==> config.mk <==
export PLATFORM = sky130hd
export DESIGN_NAME = instr_buffer_ctrl
export DESIGN_NICKNAME = d
export VERILOG_FILES = /design/src/rtl/instr_buffer_ctrl.sv
export SDC_FILE = /design/constraint.sdc
export NUM_CORES = 1
export LEC_CHECK = 0
export BUFFER_PORTS_ARGS = -buffer_cell sky130_fd_sc_hd__buf_4
export CAP_MARGIN = 20
export CORE_UTILIZATION = 25
export CTS_BUF_LIST = sky130_fd_sc_hd__clkbuf_8
export CTS_CLUSTER_SIZE = 20
export DETAILED_ROUTE_END_ITERATION = 10
export HOLD_SLACK_MARGIN = 0.12
export PLACE_DENSITY = 0.47
export SLEW_MARGIN = 15
export SYNTH_ARGS = -nofsm -noshare
export SYNTH_HDL_FRONTEND = slang
export SYNTH_SLANG_ARGS = --single-unit
==> constraint.sdc <==
create_clock -name clk -period 12.41 [get_ports clk]
set_input_delay 1.241 -clock clk [delete_from_list [all_inputs] [get_ports clk]]
set_output_delay 1.241 -clock clk [all_outputs]
set_load 0.01 [all_outputs]
==> src/rtl/instr_buffer_ctrl.sv <==
// -----------------------------------------------------------------------------
// instr_buffer_ctrl
//   Instruction buffer with per-entry valid tracking, feeding fetch/decode.
//   Two run-time modes selected by seq_mode:
//     0 : indexed    - random-access write/read by slot index
//     1 : sequential - circular FIFO with auto-advancing pointers,
//                      full/empty flags and sticky overflow/underflow
//   All-zero words are null instructions and never mark an entry valid.
//
// Ports
//   clk, rst_n           clock, asynchronous active-low reset
//   seq_mode             mode select (a change acts as a flush on that edge)
//   flush                synchronous invalidate of entries and pointers
//   wr_en/wr_index/wr_data  write request (index used in indexed mode only)
//   rd_en/rd_index       read request (index used in indexed mode only)
//   rd_data/rd_valid     registered read result (1-cycle latency)
//   occupancy            indexed: valid-bit popcount; sequential: fill level
//   full, empty          fill status (full only meaningful in sequential mode)
//   overflow, underflow  sticky error flags, cleared only by reset
//
// Request/response semantics: there is no back-pressure. A request is a
// single-cycle rd_en/wr_en pulse sampled on the rising edge. Every rd_en
// updates rd_valid on that edge (rd_data only when the read is serviced);
// with rd_en low both outputs hold. A refused sequential request is not
// retried by the buffer; it only raises the corresponding sticky flag.
// -----------------------------------------------------------------------------
module instr_buffer_ctrl #(
  parameter  int INSTR_W = 16,
  parameter  int DEPTH   = 16,
  localparam int AW      = $clog2(DEPTH)
) (
  input  logic               clk,
  input  logic               rst_n,
  input  logic               seq_mode,
  input  logic               flush,
  input  logic               wr_en,
  input  logic [AW-1:0]      wr_index,
  input  logic [INSTR_W-1:0] wr_data,
  input  logic               rd_en,
  input  logic [AW-1:0]      rd_index,
  output logic [INSTR_W-1:0] rd_data,
  output logic               rd_valid,
  output logic [AW:0]        occupancy,
  output logic               full,
  output logic               empty,
  output logic               overflow,
  output logic               underflow
);

  localparam logic [AW-1:0] PTR_ONE   = 1;
  localparam logic [AW:0]   OCC_ONE   = 1;
  localparam logic [AW:0]   OCC_DEPTH = (AW+1)'(DEPTH);

  // Registered state
  logic               r_mode;
  logic [INSTR_W-1:0] r_mem [DEPTH];
  logic [DEPTH-1:0]   r_valid;
  logic [AW-1:0]      r_wr_ptr;
  logic [AW-1:0]      r_rd_ptr;
  logic [AW:0]        r_occ;
  logic [INSTR_W-1:0] r_rd_data;
  logic               r_rd_valid;
  logic               r_ovf;
  logic               r_unf;

  // Next-state / control wires
  logic [DEPTH-1:0]   w_valid_nxt;
  logic [AW-1:0]      w_wr_ptr_nxt;
  logic [AW-1:0]      w_rd_ptr_nxt;
  logic [AW:0]        w_occ_nxt;
  logic [INSTR_W-1:0] w_rd_data_nxt;
  logic               w_rd_valid_nxt;
  logic               w_ovf_nxt;
  logic               w_unf_nxt;
  logic               w_flush;
  logic               w_full;
  logic               w_empty;
  logic               w_wr_acc;
  logic               w_rd_acc;
  logic               w_mem_we;
  logic [AW-1:0]      w_mem_waddr;

  function automatic logic [AW:0] f_popcount(input logic [DEPTH-1:0] v);
    logic [AW:0] c;
    c = '0;
    for (int i = 0; i < DEPTH; i++) begin
      c = c + (AW+1)'(v[i]);
    end
    return c;
  endfunction

  // A mode change flushes on the edge where it is seen; the registered
  // mode then selects behaviour from the following cycle onwards.
  assign w_flush = flush || (seq_mode != r_mode);

  // Full/empty come from the wide occupancy counter, so pointer equality
  // is never ambiguous.
  assign w_full  = r_mode && (r_occ == OCC_DEPTH);
  assign w_empty = (r_occ == '0);

  always_comb begin
    w_valid_nxt    = r_valid;
    w_wr_ptr_nxt   = r_wr_ptr;
    w_rd_ptr_nxt   = r_rd_ptr;
    w_occ_nxt      = r_occ;
    w_rd_data_nxt  = r_rd_data;
    w_rd_valid_nxt = r_rd_valid;
    w_ovf_nxt      = r_ovf;
    w_unf_nxt      = r_unf;
    w_wr_acc       = 1'b0;
    w_rd_acc       = 1'b0;
    w_mem_we       = 1'b0;
    w_mem_waddr    = r_mode ? r_wr_ptr : wr_index;

    if (w_flush) begin
      // Flush wins over any same-cycle request; rd_data is left as is.
      w_valid_nxt    = '0;
      w_wr_ptr_nxt   = '0;
      w_rd_ptr_nxt   = '0;
      w_occ_nxt      = '0;
      w_rd_valid_nxt = 1'b0;
    end else if (!r_mode) begin
      // Indexed: the read uses current state, so a same-index write in
      // the same cycle is observed only by later reads.
      if (rd_en) begin
        w_rd_data_nxt  = r_mem[rd_index];
        w_rd_valid_nxt = r_valid[rd_index];
      end
      if (wr_en) begin
        w_mem_we              = 1'b1;
        w_valid_nxt[wr_index] = |wr_data;
      end
      w_occ_nxt = f_popcount(w_valid_nxt);
    end else begin
      w_rd_acc = rd_en && !w_empty;
      // A read in the same cycle frees the slot a full buffer needs.
      w_wr_acc = wr_en && (!w_full || w_rd_acc);

      if (rd_en) begin
        if (w_rd_acc) begin
          w_rd_data_nxt         = r_mem[r_rd_ptr];
          w_rd_valid_nxt        = r_valid[r_rd_ptr];
          w_valid_nxt[r_rd_ptr] = 1'b0;
          w_rd_ptr_nxt          = r_rd_ptr + PTR_ONE;
        end else begin
          w_rd_valid_nxt = 1'b0;
          w_unf_nxt      = 1'b1;
        end
      end

      // Applied after the read clear: when full, both pointers address
      // the same slot and the new word's valid bit must win.
      if (wr_en) begin
        if (w_wr_acc) begin
          w_mem_we              = 1'b1;
          w_valid_nxt[r_wr_ptr] = |wr_data;
          w_wr_ptr_nxt          = r_wr_ptr + PTR_ONE;
        end else begin
          w_ovf_nxt = 1'b1;
        end
      end

      case ({w_wr_acc, w_rd_acc})
        2'b10:   w_occ_nxt = r_occ + OCC_ONE;
        2'b01:   w_occ_nxt = r_occ - OCC_ONE;
        default: w_occ_nxt = r_occ;
      endcase
    end
  end

  always_ff @(posedge clk or negedge rst_n) begin
    if (!rst_n) begin
      r_mode     <= 1'b0;
      r_valid    <= '0;
      r_wr_ptr   <= '0;
      r_rd_ptr   <= '0;
      r_occ      <= '0;
      r_rd_data  <= '0;
      r_rd_valid <= 1'b0;
      r_ovf      <= 1'b0;
      r_unf      <= 1'b0;
    end else begin
      r_mode     <= seq_mode;
      r_valid    <= w_valid_nxt;
      r_wr_ptr   <= w_wr_ptr_nxt;
      r_rd_ptr   <= w_rd_ptr_nxt;
      r_occ      <= w_occ_nxt;
      r_rd_data  <= w_rd_data_nxt;
      r_rd_valid <= w_rd_valid_nxt;
      r_ovf      <= w_ovf_nxt;
      r_unf      <= w_unf_nxt;
    end
  end

  // Storage has no reset; validity is tracked entirely by r_valid.
  always_ff @(posedge clk) begin
    if (w_mem_we) begin
      r_mem[w_mem_waddr] <= wr_data;
    end
  end

  assign rd_data   = r_rd_data;
  assign rd_valid  = r_rd_valid;
  assign occupancy = r_occ;
  assign full      = w_full;
  assign empty     = w_empty;
  assign overflow  = r_ovf;
  assign underflow = r_unf;

endmodule

==> results of run 1 <==
-- sequential cells by signal, indices dropped and copies added, names as in the netlist, 4 cells and up --
register and count:
r_mem 256, r_valid 16, rd_data 16, occupancy 5, r_rd_ptr 4, r_wr_ptr 4
-- how the worst min path moves through the flow --
stage          cells after the start                   from                    end
2_1_floorplan                      1   overflow$_DFFE_PN0P_   overflow$_DFFE_PN0P_
3_3_place_gp                       1   overflow$_DFFE_PN0P_   overflow$_DFFE_PN0P_
3_5_place_dp                       1   overflow$_DFFE_PN0P_   overflow$_DFFE_PN0P_
4_1_cts                            1  underflow$_DFFE_PN0P_  underflow$_DFFE_PN0P_
5_1_grt                            1   overflow$_DFFE_PN0P_   overflow$_DFFE_PN0P_
6_report                           1  underflow$_DFFE_PN0P_  underflow$_DFFE_PN0P_
-- layer usage --
| layer | share of wire [%] | vias up |
|---|---|---|
| met3 | 4.9 | 88 |
| li1 | - | 4113 |
| met1 | 45 | 5066 |
| met5 | 0 | - |
| met4 | 3.0 | 0 |
| met2 | 47 | 272 |
-- layout by cell type (no fill, tap or decap), types with 7 or more instances in the layout --
master / n
edfxtp_1: 256
mux4_2: 139
fa_1: 11
nand2_1: 43
nand2b_1: 7
clkinv_2: 8
nor2_2: 10
a31oi_1: 9
o22ai_1: 9
dfrtp_1: 46
nor3_1: 14
ha_1: 16
o2111ai_1: 13
clkinv_1: 10
nor2b_1: 9
clkbuf_8: 53
a22oi_1: 37
a21oi_1: 25
buf_4: 80
o211ai_1: 12
nor2_1: 36
o21ai_0: 12
mux2i_1: 21
inv_1: 44
mux2_2: 15
nand3_1: 39
-- stage by stage --
stage	hold slack [ps]	setup slack [ps]	utilization (%)
after floorplan	503.2	7007	-
after global placement	461.9	5607	27.46
after detailed placement	464.9	5549	27.46
after CTS	479.3	6226	29.04
after global routing	491.7	5860	29.04
final	476.2	6066	29.04
-- logic make-up after synthesis --
group | Yosys count | synth area share [%]
AOI/OAI and AO/OA | 157 | 7.731
xor gates and xnor gates | 11 | 0.6188
adders and majority gates | 27 | 2.700
buffers and inverters | 93 | 3.086
DFF | 305 | 57.25
muxes | 175 | 22.54
and+or+nand+nor | 193 | 6.075
-- area by class of cell --
cell class	instances	area share, %
repair buffers	80	3.358
multi-input cells	563	34.92
flip-flops and latches	305	49.88
well taps	837	5.855
clock inverters	41	1.336
inverters	27	0.5666
clock buffers	53	4.078
-- synthesized netlist by cell type, types with 16 or more instances --
| library cell | count |
|---|---|
| edfxtp_1 | 256 |
| nand3_1 | 39 |
| a22oi_1 | 37 |
| nand2_1 | 43 |
| mux4_2 | 139 |
| dfrtp_1 | 49 |
| mux2i_1 | 21 |
| nor2_1 | 52 |
| a21oi_1 | 25 |
| inv_1 | 27 |
| clkbuf_1 | 19 |
| buf_2 | 26 |
| ha_1 | 16 |
-- power breakdown --
group	leakage (nW)	internal, mW	switching (mW)
registers	2.94	1.13	0.0220
clock network	0.559	0.441	0.433
logic	2.41	0.0930	0.124
-- worst max-delay path, cell delays in order --
cell,delay (ps)
buf_4,170
nor4_1,490
nand4_1,920
mux2_2,680
fa_1,540
fa_1,540
inv_1,50
fa_1,530
inv_1,50
fa_1,470
ha_1,240
fa_1,410
a21oi_1,160
nor3b_1,60
a31oi_1,180
o21ai_1,70
==> results.py, run 1 <==
metrics = {
    "route": {
        "drt_iter0_markers": 752,
        "drt.antenna.violating_nets": 0,
        "drt_first_pass_iters": 5,
        "wire_per_inst_um": 24.58,
        "wirelength_um": 46850,
        "vias_per_cell": 5.005,
        "drc": 0,
        "num_vias": 9539,
    },
    "global_routing": {
        "busiest_layer": "met2",
        "grt_use_total_pct": 15.00,
        "grt_pass1_wl_um": 69180,
        "grtUsageMet2_pct": 24.06,
        "grt_pass1_vias": 9961,
        "grt.met1_usage_pct": 20.42,
        "grt_antenna_before_repair": 0,
        "gr-total-overflow": 0,
        "met3_usage_pct": 2.682,
        "grt_max_degree": 60,
    },
    "place": {
        "dp.cells": 1812,
        "gp_congestion": 0.8547,
        "numPortBuffers": 55,
        "placed_area_um2": 16920,
        "dp_hpwl_um": 28160,
    },
    "floorplanning": {
        "die-area_um2": 63280,
        "core-area_um2": 61600,
        "die_height_um": 251.6,
        "initial_core_util_pct": 25.28,
        "rows": 91,
        "chipWidth_um": 251.6,
        "ios": 56,
    },
    "sta": {
        "fin_crit_sh_pct": 51.12,
        "slew_violations": 0,
        "worst_pin_slew_ps": 1040,
        "finalSetupTns_ps": 0,
        "hold_viol": 0,
        "relSlewSlack_pct": 30.45,
        "fmax_ghz": 0.1576,
        "layout_min_cycle_time_ps": 6344,
        "finClkSkew_ps": 23.91,
        "setup_viol": 0,
        "rsz0062_at_grt": "no",
    },
    "cells_and_area": {
        "syn_to_final_growth_pct": 14.87,
        "multi_input_area_um2": 6246,
        "n_antenna_cell": 0,
        "finalNonFillerCells": 1906,
        "n_fill_cell": 6207,
        "regArea_um2": 8922,
        "nNetsFinal": 1087,
        "drive_above_1_share_pct": 31.06,
        "finalInstanceArea_um2": 17890,
    },
    "synth": {
        "synth-seq-cells": 305,
        "ys_types": 64,
        "synth_nets": 1018,
        "ys.flop_type": "edfxtp_1",
        "yosysWarnings": 0,
        "synthCells": 961,
        "synth_area_um2": 15570,
        "avgSynthCellArea_um2": 16.20,
        "ys_seq_area_share_pct": 57.25,
        "synth_area_leaders": "edfxtp_1 49%, mux4_2 20%, dfrtp_1 7.9%",
        "async_reset_ff_share_pct": 16.07,
        "synth_top_area_share_pct": 49.37,
        "synth_edf_count": 256,
        "yosysTopAreaCell": "edfxtp_1",
    },
    "critical_path": {
        "crit_start": "wr_data[10]",
        "worst-endpoint-required_ps": 12910,
        "crit_fanout": 22,
        "r2r_cells": 13,
        "path_class": "in -> reg",
        "end_kind": "register",
        "endpoint": "occupancy[4]$_DFFE_PN0P_",
        "arrival_ps": 6850,
        "rr_endpoint": "occupancy[4]$_DFFE_PN0P_",
        "r2r-start": "r_valid[0]$_DFF_PN0_",
        "worst_setup_path_start_kind": "input pin",
        "reg2reg_slack_ps": 8230,
    },
    "power_and_ir_drop": {
        "peakVddDrop_mv": 0.07359,
        "leakage_nw": 5.903,
        "powerDensity_nw_per_um2": 125.6,
        "power_mw": 2.246,
    },
    "status": {
        "status": "finished, final reports clean",
    },
    "cts": {
        "root_buffer": "clkbuf_8",
        "htreeDepth": 2,
        "clock_latency_ps": 640,
        "ctsResizeCount": 0,
        "cts_tree": "done",
        "cts_buffers": 53,
        "clockBufferDepth": 3,
        "cts_sinks": 305,
        "path_clk_slew_ps": 60,
        "holdBufCountCts": 0,
        "postCtsSetupBuffers": 0,
    },
    "run": {
        "maxCapViolCount": 0,
    },
    "min_path": {
        "hold_class": "reg -> reg",
    },
}
Note: power is estimated with default switching activity, not from simulation.
==> inputs of run 2 (changes only) <==
--- a/config.mk
+++ b/config.mk
@@ -5,6 +5,7 @@
 export SDC_FILE = /design/constraint.sdc
 export NUM_CORES = 1
 export LEC_CHECK = 0
+export ABC_AREA = 1
 export BUFFER_PORTS_ARGS = -buffer_cell sky130_fd_sc_hd__buf_4
 export CAP_MARGIN = 20
 export CORE_UTILIZATION = 25
@@ -12,7 +13,7 @@
 export CTS_CLUSTER_SIZE = 20
 export DETAILED_ROUTE_END_ITERATION = 10
 export HOLD_SLACK_MARGIN = 0.12
-export PLACE_DENSITY = 0.47
+export PLACE_DENSITY = 0.48
 export SLEW_MARGIN = 15
 export SYNTH_ARGS = -nofsm -noshare
 export SYNTH_HDL_FRONTEND = slang
==> constraint.sdc (replaced) <==
create_clock -name clk -period 5.45 [get_ports clk]
set_input_delay 0.545 -clock clk [delete_from_list [all_inputs] [get_ports clk]]
set_output_delay 0.545 -clock clk [all_outputs]
set_load 0.01 [all_outputs]
==> results.py, run 2 <==
metrics = {
    "status": {
        "status": "finished, final reports clean",
    },
    "synth": {
        "ys.flop_type": "edfxtp_1",
        "yosysMostFrequentCell": "nand2_1",
        "synth_top_area_share_pct": 44.71,
        "synth_area_um2": 17190,
        "synth_edf_count": 256,
        "synthCells": 2065,
        "yosysWarnings": 0,
        "synth-seq-cells": 305,
        "ys_seq_area_share_pct": 51.84,
        "ys_types": 42,
        "avgSynthCellArea_um2": 8.326,
        "async_reset_ff_share_pct": 16.07,
        "synth_area_leaders": "edfxtp_1 45%, nand2_1 15%, nand3_1 8.7%",
        "ys_top_cells_by_count": "667 x nand2_1, 299 x nand3_1, 256 x edfxtp_1, 200 x inv_1, 142 x nor2_1",
        "yosysTopAreaCell": "edfxtp_1",
        "synth_nets": 2122,
    },
    "sta": {
        "relSlewSlack_pct": 25.92,
        "finalSetupTns_ps": 0,
        "rsz0062_at_grt": "no",
        "finClkSkew_ps": 30.35,
        "fin_hold_ws_ps": 191.4,
        "layout_min_cycle_time_ps": 4637,
        "hold_viol": 0,
        "worst_pin_slew_ps": 1110,
        "slew_violations": 0,
        "fin_crit_sh_pct": 85.08,
        "fmax_ghz": 0.2157,
        "setup_viol": 0,
    },
    "cts": {
        "cts_tree": "done",
        "holdBufCountCts": 2,
        "cts_sinks": 305,
        "path_clk_slew_ps": 70,
        "clockBufferDepth": 3,
        "postCtsSetupBuffers": 0,
        "cts_buffers": 53,
        "root_buffer": "clkbuf_8",
        "clock_latency_ps": 660,
        "ctsResizeCount": 0,
        "htreeDepth": 2,
    },
    "power_and_ir_drop": {
        "peakVddDrop_mv": 0.2137,
        "leakage_nw": 8.124,
        "powerDensity_nw_per_um2": 282.2,
    },
    "cells_and_area": {
        "finalInstanceArea_um2": 19540,
        "top_register": "r_mem",
        "utilization_pct": 28.88,
        "syn_to_final_growth_pct": 13.62,
        "n_fill_cell": 7102,
        "finalNonFillerCells": 3011,
        "mostFrequentLayoutCell": "nand2_1",
        "largest_reg_flops": 256,
        "final_cell_mix": "667 x nand2_1, 299 x nand3_1, 256 x edfxtp_1",
        "nNetsFinal": 2152,
        "drive_above_1_share_pct": 10.95,
    },
    "critical_path": {
        "worst_setup_path_start_kind": "input pin",
        "crit_family": "adder cells",
        "r2r-start": "r_valid[0]$_DFF_PN0_",
        "slowest_stage": "fa_1",
        "arrival_ps": 5180,
        "worst-endpoint-required_ps": 5990,
        "end_kind": "register",
        "slowest_delay_ps": 540,
        "path_class": "in -> reg",
        "crit_fanout": 17,
        "cp_num_buf_inv": 5,
        "crit_chain": "buf_4 > nor2_1 > nand2_1 > nor2_1 > nand2_1 > inv_2 > nand2_1 > o21ai_0 > inv_1 > fa_1 > fa_1 > inv_1 > fa_1 > inv_1 > fa_1 > ha_1 > fa_1 > a21oi_1 > o21ai_0 > nand2_1 > nand3b_1 > nand2_1",
        "rr_endpoint": "occupancy[4]$_DFFE_PN0P_",
        "r2r_cells": 17,
        "path_depth": 22,
        "reg2reg_slack_ps": 1290,
    },
    "route": {
        "wirelength_um": 62920,
        "num_vias": 14940,
        "drt_first_pass_iters": 5,
        "drt_iter0_markers": 1477,
        "wire_per_inst_um": 20.90,
        "drt.antenna.violating_nets": 0,
        "drc": 0,
        "vias_per_cell": 4.963,
    },
    "place": {
        "dp.cells": 2909,
        "gp_congestion": 0.8883,
        "numPortBuffers": 55,
        "placed_area_um2": 18420,
        "dp_hpwl_um": 37030,
    },
    "global_routing": {
        "grt_antenna_before_repair": 1,
        "busiest_layer": "met2",
        "grt.met1_usage_pct": 24.64,
        "grt_max_degree": 82,
        "grt_use_total_pct": 17.75,
        "grtUsageMet2_pct": 27.60,
        "grt_pass1_vias": 14210,
        "met3_usage_pct": 3.039,
        "gr-total-overflow": 0,
        "grt_pass1_wl_um": 92160,
    },
    "floorplanning": {
        "core-area_um2": 67630,
        "rows": 95,
        "ios": 56,
        "initial_core_util_pct": 25.42,
        "chipWidth_um": 264.2,
        "die-area_um2": 69820,
        "die_height_um": 264.2,
    },
    "min_path": {
        "hold_depth": 1,
        "holdPathEnd": "r_mem[5][2]$_DFFE_PP_",
        "min_from": "wr_data[2]",
        "hold_class": "in -> reg",
    },
    "run": {
        "maxCapViolCount": 0,
    },
}
## run 2: per-layer routing
layer / share of wire [%] / wire, µm
met1: 45 / 28130
met5: 0 / 0
met3: 7.8 / 4938
met4: 3.2 / 1991
met2: 44 / 27860
## run 2: through the flow
stage / total power [mW] / setup WS, ps
after global placement: 3.401 / 171.2
after global routing: 5.744 / 566.0
final: 5.512 / 813.3
after floorplan: 3.118 / 912.3
after detailed placement: 3.410 / 177.9
after CTS: 5.578 / 879.4
## run 2: worst max path at each step
stage                start                        to
2_1_floorplan   wr_data[0]  occupancy[4]$_DFFE_PN0P_
3_3_place_gp   wr_data[10]  occupancy[4]$_DFFE_PN0P_
3_5_place_dp   wr_data[10]  occupancy[4]$_DFFE_PN0P_
4_1_cts        wr_data[10]  occupancy[4]$_DFFE_PN0P_
5_1_grt         wr_data[3]  occupancy[4]$_DFFE_PN0P_
6_report        wr_data[3]  occupancy[4]$_DFFE_PN0P_
## run 2: final cells by class
cell class,count,area (µm²),area share (%)
inverter,213,808.3,4.138
antenna,1,2.502,0.01281
tap,873,1092,5.592
multi-input combinational,1420,6850,35.07
clock buffer,58,798.3,4.086
clock inverter,39,267.8,1.371
timing repair buffer,102,797.0,4.080
sequential,305,8919,45.65
## run 2: cells by family after synthesis
group / share of synthesized area [%]
flip-flops: 51.84
adder cells (fa/ha/maj): 2.445
buffers and inverters: 8.697
XOR/XNOR: 0.2548
AO/OA/AOI/OAI: 7.845
AND/OR/NAND/NOR: 28.91
## run 2: power by group
part,leakage [nW],internal [mW],switching (mW)
clock,0.595,1.13,1.02
combinational,4.58,0.234,0.481
sequential,2.95,2.59,0.0664
==> inputs of run 3 (changes only) <==
--- a/config.mk
+++ b/config.mk
@@ -13,7 +13,6 @@
 export CTS_CLUSTER_SIZE = 20
 export DETAILED_ROUTE_END_ITERATION = 10
 export HOLD_SLACK_MARGIN = 0.12
-export PLACE_DENSITY = 0.48
 export SLEW_MARGIN = 15
 export SYNTH_ARGS = -nofsm -noshare
 export SYNTH_HDL_FRONTEND = slang
==> results.py, run 3 (synthesis results as in run 2) <==
metrics = {
    "global_routing": {
        "grt_antenna_before_repair": 5,
        "grt_max_degree": 200,
        "gr-total-overflow": 0,
        "grt_use_total_pct": 16.28,
        "grt_pass1_wl_um": 85900,
        "grt_pass1_vias": 13530,
    },
    "critical_path": {
        "path_class": "in -> reg",
        "rr_endpoint": "occupancy[4]$_DFFE_PN0P_",
        "crit_chain": "dlygate4sd3_1 > buf_4 > nor2_1 > nand2_1 > nor2_1 > nand2_1 > buf_4 > inv_2 > nand2_1 > o21ai_0 > inv_1 > fa_1 > fa_1 > inv_1 > fa_1 > inv_1 > fa_1 > ha_1 > fa_1 > a21oi_1 > o21ai_0 > nand2_1 > nand3b_1 > nand2_1",
        "r2r_cells": 15,
        "arrival_ps": 5700,
        "r2r-start": "r_valid[15]$_DFF_PN0_",
        "slowest_stage": "dlygate4sd3_1",
        "worst_setup_path_start_kind": "input pin",
        "slowest_delay_ps": 570,
        "worst-endpoint-required_ps": 6020,
        "reg2reg_slack_ps": 1310,
        "crit_fanout": 10,
        "end_kind": "register",
    },
    "route": {
        "num_vias": 14700,
        "drt.antenna.violating_nets": 0,
        "drt_first_pass_iters": 5,
        "drc": 0,
        "vias_per_cell": 4.903,
        "wire_per_inst_um": 19.16,
        "drt_iter0_markers": 1574,
        "wirelength_um": 57470,
    },
    "place": {
        "dpl_worst_slack_ps": 190.9,
        "numPortBuffers": 55,
        "dp.cells": 2896,
        "gp_congestion": 0.8753,
        "dp_hpwl_um": 32270,
        "placed_area_um2": 18370,
    },
    "floorplanning": {
        "rows": 95,
        "die-area_um2": 69820,
        "die_height_um": 264.2,
        "ios": 56,
        "chipWidth_um": 264.2,
        "initial_core_util_pct": 25.42,
        "core-area_um2": 67630,
    },
    "power_and_ir_drop": {
        "leakage_nw": 8.029,
        "peakVddDrop_mv": 0.1536,
        "powerDensity_nw_per_um2": 276.8,
    },
    "sta": {
        "hold_viol": 0,
        "finalSetupTns_ps": 0,
        "setup_slack_ps": 321.2,
        "slew_violations": 0,
        "layout_min_cycle_time_ps": 5129,
        "setup_viol": 0,
        "fmax_ghz": 0.1950,
        "relSlewSlack_pct": 24.92,
        "rsz0062_at_grt": "no",
        "worst_pin_slew_ps": 1119,
        "fin_crit_sh_pct": 94.11,
        "finClkSkew_ps": 55.78,
    },
    "status": {
        "status": "finished, final reports clean",
    },
    "cts": {
        "htreeDepth": 2,
        "clock_latency_ps": 670,
        "path_clk_slew_ps": 60,
        "ctsResizeCount": 0,
        "cts_sinks": 305,
        "holdBufCountCts": 4,
        "clockBufferDepth": 3,
        "root_buffer": "clkbuf_8",
        "postCtsSetupBuffers": 0,
        "cts_tree": "done",
        "cts_buffers": 53,
    },
    "min_path": {
        "holdPathEnd": "underflow$_DFFE_PN0P_",
        "min_from": "rd_en",
        "hold_class": "in -> reg",
        "hold_depth": 2,
    },
    "cells_and_area": {
        "finalInstanceArea_um2": 19410,
        "mostFrequentLayoutCell": "nand2_1",
        "drive_above_1_share_pct": 10.13,
        "nNetsFinal": 2139,
        "multi_input_area_um2": 6885,
        "syn_to_final_growth_pct": 12.91,
        "regArea_um2": 8919,
        "top_register": "r_mem",
        "final_cell_mix": "667 x nand2_1, 299 x nand3_1, 256 x edfxtp_1",
        "n_fill_cell": 7091,
        "largest_reg_flops": 256,
        "utilization_pct": 28.70,
        "finalNonFillerCells": 2999,
    },
    "run": {
        "maxCapViolCount": 0,
    },
}
run 3: changes by cell type in the layout (fill, tap and decap cells not counted), sizes merged:
cell         delta
bufinv          -2
dlygate4sd3     +2
inv             +6
diode           +2
clkinv          -3
buf            -15
clkbuf          -2
run 3: layout make-up:
cell class / count / area share (%)
clock inverters: 40 / 1.154
repair buffers: 89 / 3.642
well taps: 873 / 5.627
clock buffers: 56 / 3.970
inverters: 213 / 4.157
diodes: 3 / 0.03867
multi-input cells: 1420 / 35.47
flip-flops and latches: 305 / 45.94
run 3: per-layer routing:
layer	part of all wire [%]	global-route usage, %	vias to the layer above
met1	43	21.97	7017
met5	0.023	0	-
met3	8.0	2.489	118
met4	3.1	6.332	2
met2	46	26.10	636
li1	-	-	6931
run 3: through the flow:
stage,hold slack (ps),power (mW)
2_1_floorplan,249.4,3.118
3_3_place_gp,453.7,3.385
3_5_place_dp,457.1,3.391
4_1_cts,125.4,5.422
5_1_grt,153.4,5.588
6_report,182.2,5.374
run 3: power by group:
part           total (mW)  internal [mW]  switching [mW]
clock                2.02           1.01            1.02
combinational       0.728          0.234           0.494
sequential           2.62           2.59          0.0348
total                5.37           3.83            1.54
run 3: critical path: cells and delay by family:
family          cells  cell delay (ps)
compound gates      3              320
buf+inv             7             1300
fa+ha+maj           6             2710
simple gates        8              800
run 3: worst max path at each step:
stage	from	to	slack [ps]	depth (start not counted)
6_report	wr_data[4]	occupancy[4]$_DFFE_PN0P_	320	24
5_1_grt	wr_data[4]	occupancy[4]$_DFFE_PN0P_	30	24
4_1_cts	wr_data[4]	occupancy[4]$_DFFE_PN0P_	410	24
3_5_place_dp	wr_data[13]	occupancy[4]$_DFFE_PN0P_	190	23
3_3_place_gp	wr_data[0]	occupancy[4]$_DFFE_PN0P_	220	23
2_1_floorplan	wr_data[0]	occupancy[4]$_DFFE_PN0P_	910	22
